File: src/rtl/sha_pkg.sv
// sha_pkg: shared definitions for the SHA datapath blocks.
// Holds the rotate/shift mode encodings and the stage-split helpers for rot_pipe.
package sha_pkg;

    typedef enum logic [1:0] {
        MODE_ROR = 2'b00,
        MODE_ROL = 2'b01,
        MODE_SHR = 2'b10,
        MODE_SHL = 2'b11
    } rot_mode_t;

    // Number of amount bits handled by stage k; earlier stages absorb the remainder.
    function automatic int grp_nb(input int k, input int aw, input int st);
        return aw / st + ((k < aw % st) ? 1 : 0);
    endfunction

    function automatic int grp_lo(input int k, input int aw, input int st);
        return k * (aw / st) + ((k < aw % st) ? k : aw % st);
    endfunction

endpackage

File: src/rtl/rot_stage.sv
// rot_stage: combinational group of binary sub-shifts covering amount bits LO..LO+NB-1.
// amt holds only this group's bits; bit i selects a move by 2**(LO+i).
module rot_stage
    import sha_pkg::*;
#(
    parameter int WIDTH = 32,
    parameter int LO    = 0,
    parameter int NB    = 1
) (
    input  logic [WIDTH-1:0] data,
    input  logic [NB-1:0]    amt,
    input  logic [1:0]       mode,
    output logic [WIDTH-1:0] result
);

    always_comb begin
        result = data;
        for (int i = 0; i < NB; i++) begin
            if (amt[i]) begin
                result = (mode == MODE_ROR) ? ((result >> (1 << (LO + i))) | (result << (WIDTH - (1 << (LO + i))))) :
                         (mode == MODE_ROL) ? ((result << (1 << (LO + i))) | (result >> (WIDTH - (1 << (LO + i))))) :
                         (mode == MODE_SHR) ? (result >> (1 << (LO + i))) :
                                              (result << (1 << (LO + i)));
            end
        end
    end

endmodule

File: src/rtl/rot_pipe.sv
// rot_pipe: pipelined runtime-amount rotate/shift unit with valid/ready flow control.
// Each stage applies its sub-shift group before its register and forwards only the amount bits still pending.
module rot_pipe
    import sha_pkg::*;
#(
    parameter  int WIDTH  = 32,
    parameter  int STAGES = 2,
    localparam int AW     = $clog2(WIDTH)
) (
    input  logic             clk,
    input  logic             rst_n,
    input  logic             in_valid,
    output logic             in_ready,
    input  logic [WIDTH-1:0] in_data,
    input  logic [AW-1:0]    in_amt,
    input  logic [1:0]       in_mode,
    output logic             out_valid,
    input  logic             out_ready,
    output logic [WIDTH-1:0] out_data
);

    for (genvar k = 0; k < STAGES; k++) begin : g_st
        localparam int LO = grp_lo(k, AW, STAGES);
        localparam int NB = grp_nb(k, AW, STAGES);
        localparam int RW = AW - LO;
        logic             v, go, nxt, vin;
        logic [WIDTH-1:0] din, dsh, d;
        logic [RW-1:0]    ain;
        logic [1:0]       mi;
        if (k == 0) begin : g_src
            assign vin = in_valid;
            assign din = in_data;
            assign ain = in_amt;
            assign mi  = in_mode;
        end else begin : g_src
            assign vin = g_st[k-1].v;
            assign din = g_st[k-1].d;
            assign ain = g_st[k-1].g_car.a;
            assign mi  = g_st[k-1].g_car.m;
        end
        // The final stage has no pending amount or mode to carry.
        if (k == STAGES - 1) begin : g_car
            assign nxt = out_ready;
        end else begin : g_car
            logic [RW-NB-1:0] a;
            logic [1:0]       m;
            assign nxt = g_st[k+1].go;
            always_ff @(posedge clk) begin
                if (go) begin
                    a <= ain[RW-1:NB];
                    m <= mi;
                end
            end
        end
        assign go = !v || nxt;
        rot_stage #(.WIDTH(WIDTH), .LO(LO), .NB(NB)) u_stage (
            .data   (din),
            .amt    (ain[NB-1:0]),
            .mode   (mi),
            .result (dsh)
        );
        always_ff @(posedge clk or negedge rst_n) begin
            if (!rst_n) v <= 1'b0;
            else if (go) v <= vin;
        end
        always_ff @(posedge clk) begin
            if (go) d <= dsh;
        end
    end

    assign in_ready  = g_st[0].go;
    assign out_valid = g_st[STAGES-1].v;
    assign out_data  = g_st[STAGES-1].d;

endmodule

File: config.mk
export PLATFORM = sky130hd
export DESIGN_NAME = rot_pipe
export DESIGN_NICKNAME = d
export VERILOG_FILES = /design/src/rtl/sha_pkg.sv /design/src/rtl/rot_stage.sv /design/src/rtl/rot_pipe.sv
export SDC_FILE = /design/constraint.sdc
export NUM_CORES = 1
export LEC_CHECK = 0
export ABC_AREA = 1
export BUFFER_PORTS_ARGS = -buffer_cell sky130_fd_sc_hd__buf_2
export CAP_MARGIN = 15
export CORE_MARGIN = 5
export CORE_UTILIZATION = 63
export CTS_CLUSTER_DIAMETER = 40
export DETAILED_ROUTE_END_ITERATION = 8
export PLACE_DENSITY = 0.95
export SKIP_CTS_REPAIR_TIMING = 1
export SLEW_MARGIN = 30
export SYNTH_ARGS = -nofsm -noshare
export SYNTH_HDL_FRONTEND = slang
export SYNTH_SLANG_ARGS = --single-unit
File: constraint.sdc
create_clock -name clk -period 2.9 [get_ports clk]
set_clock_uncertainty 0.05 [all_clocks]
set_input_delay 0.435 -clock clk [delete_from_list [all_inputs] [get_ports clk]]
set_output_delay 0.435 -clock clk [all_outputs]
set_load 0.01 [all_outputs]
==> key figures <==
GRT
  – Largest net degree at the start of global routing: 96
  – All-Layer GR Usage: 33.8%
  – Vias in the first global route: 5497
  – First-pass GRT wire length: 27.8 mm
  – Initial antenna violation count: 0
  – Total grt overflow: 0

Detailed routing
  – Router iterations before antenna repair: 7
  – DRC Markers: 0
  – Routed len/inst: ~18 um
  – 1st-iter DRT viols: just under 800
  – Drt total wl: 17.4 mm
  – Vias/cell: 6.51
  – Routed vias: 6124
  – DRT antenna net count: 0

Worst setup path
  – Worst EP required: about 3 ns
  – Crit end category: flip-flop
  – Setup crit start kind: flip-flop
  – Worst R2R Path Depth: 5
  – Crit path DAT: 2.17 ns
  – Crit path max fanout: 12
  – Critical setup path kind: reg2reg

STA
  – Final worst path period share: 70.3%
  – F_max: 491 MHz
  – Final setup violation count: 0
  – Worst slew margin: 35.2%
  – RSZ-0062 raised after global routing: no
  – Final min period: 2.04 ns
  – Measured slew at the worst slew-check pin: 0.971 ns
  – Final Hold Fails: 0
  – Total Neg Setup Slack: 0 ns
  – Slew Limit Fails: 0

Floorplanning
  – Die ar.: around 0.010 sq mm
  – Core ar.: 0.00826 sq mm
  – Die H: around 100 um
  – Initial Utilization: 65.2%
  – IO Count: 77
  – Row Count: 33
  – Die Wd: approximately 100 um

Finish
  – Post-layout nets: 874
  – Non-filler cells, final: 941
  – Layout cells sized above 1: around 15%
  – Inserted Diodes: 0
  – Area grow syn2layout: 11.0%

CTS
  – Clock transition at path regs: 0.08 ns
  – CTS tree: built
  – H-Tree Depth: 3
  – CTS buffer count: 9
  – Sink Count: 70
  – Worst skew pair latency: 0.35 ns
  – CTS root buf: clkbuf_8
  – Clock Path Buffers: 2

Pwr
  – Design Power: 3.18 mW
  – Pwr/cell area: 533 mW/mm^2
  – VDD IR-drop max: 0.270 mV
  – Leakage power: 2.79 nW

Synth
  – Synthesis-stage register bit count: 70
  – Yosys warns: 0
  – Synthesized net count: about 830
  – Synthesized area: between 0.005 and 0.006 sq mm
  – Mapped Cells: 788
  – Syn_area_per_cell: 6.83 sq um
  – Sequential share of the synthesized area: 38.9%
  – Yosys cell types: 20

Place
  – IO Port Bufs: 76
  – Placed cells: about 920
  – GP Congestion: 0.983
  – DPL Wire Length: 11.9 mm

Hold path
  – Worst Hold Depth: 1
  – Hold Crit Class: in2reg

Status
  – Status: completed

Job
  – Max Cap Viol: 0
worst paths after layout:
kind | slack (ns) | endpoint | from
max in group asynchronous | 2.36 | out_valid | rst_n
worst max register to register | 0.86 | out_data[3] | g_st[0].g_car.m[1]
worst min register to register | 0.56 | out_valid | g_st[0].v
min in group asynchronous | 0.34 | g_st[0].v | rst_n
worst max-delay path | 0.86 | out_data[3] | g_st[0].g_car.m[1]
worst min-delay path | 0.21 | g_st[0].g_car.a[1] | in_amt[4]
layout make-up:
cell class	count	area [sq um]
multi-input cells	626	2900
fillers	682	2280
well taps	105	131
clock buffers	9	124
clock inverters	7	88.8
repair buffers	92	515
inverters	32	120
flip-flops and latches	70	2090
synthesized netlist by cell type:
cell type,n,share of area [%]
a21oi_1,1,0.093
buf_1,6,0.42
buf_2,22,2.0
buf_4,4,0.56
buf_6,1,0.21
clkbuf_1,27,1.9
dfrtp_1,2,0.93
edfxtp_1,68,38
inv_1,30,2.1
inv_2,2,0.14
nand2_1,282,20
nand3_1,191,18
nor2_1,23,1.6
nor2_2,1,0.12
o211ai_1,35,4.9
o21ai_0,35,3.3
o21ai_1,14,1.3
o22ai_1,32,3.7
or2_1,1,0.12
or2_2,11,1.3
flip-flops by register name, indices dropped and copies added, names as in the netlist:
register / count
g_st.g_car.m: 2
out_valid: 1
g_st.d: 32
g_st.v: 1
g_st.g_car.a: 2
out_data: 32
logic make-up after synthesis:
logic type | after synthesis | synth area share, %
DFF | 70 | 38.9
and+or+nand+nor | 509 | 40.5
buffers and inverters | 92 | 7.35
AOI/OAI and AO/OA | 117 | 13.2
placed cells by master, fill, tap and decap left out, drive strengths merged:
cell,instances
a21oi,1
buf,91
bufinv,2
clkbuf,9
clkinv,3
clkinvlp,2
dfrtp,2
dlygate4sd3,1
edfxtp,68
inv,32
nand2,282
nand3,191
nor2,24
o211ai,35
o21ai,49
o22ai,32
or2,12
power by group:
group	switching [mW]	internal [mW]	total (mW)
registers	0.0856	1.30	1.39
logic	0.641	0.306	0.948
clock network	0.369	0.478	0.847
total	1.10	2.09	3.18
routing by layer:
metal	GRT usage (%)	routed length (um)	vias to the layer above
met5	0	0	-
met4	14.6	800	0
li1	-	-	2818
met2	54.6	8050	500
met1	45.7	6670	2728
met3	4.57	1850	78
stage by stage:
stage	hold slack (ns)	cell area, sq um	utilization (%)	worst slack, ns
after floorplan	0.0894	5380	-	0.821
after global placement	0.169	5750	69.6	0.613
after detailed placement	0.173	5750	69.7	0.610
after CTS	-0.200	5970	72.2	0.948
after global routing	0.202	5980	72.4	0.737
final	0.207	5980	72.4	0.862
worst max-delay path: stages, from the launching register on:
cell and delay [ns]:
edfxtp_1 0.36, inv_1 0.39, nand2_1 0.35, o211ai_1 0.27, o21ai_0 0.23, o22ai_1 0.21
Note: power is estimated with default switching activity, not from simulation.
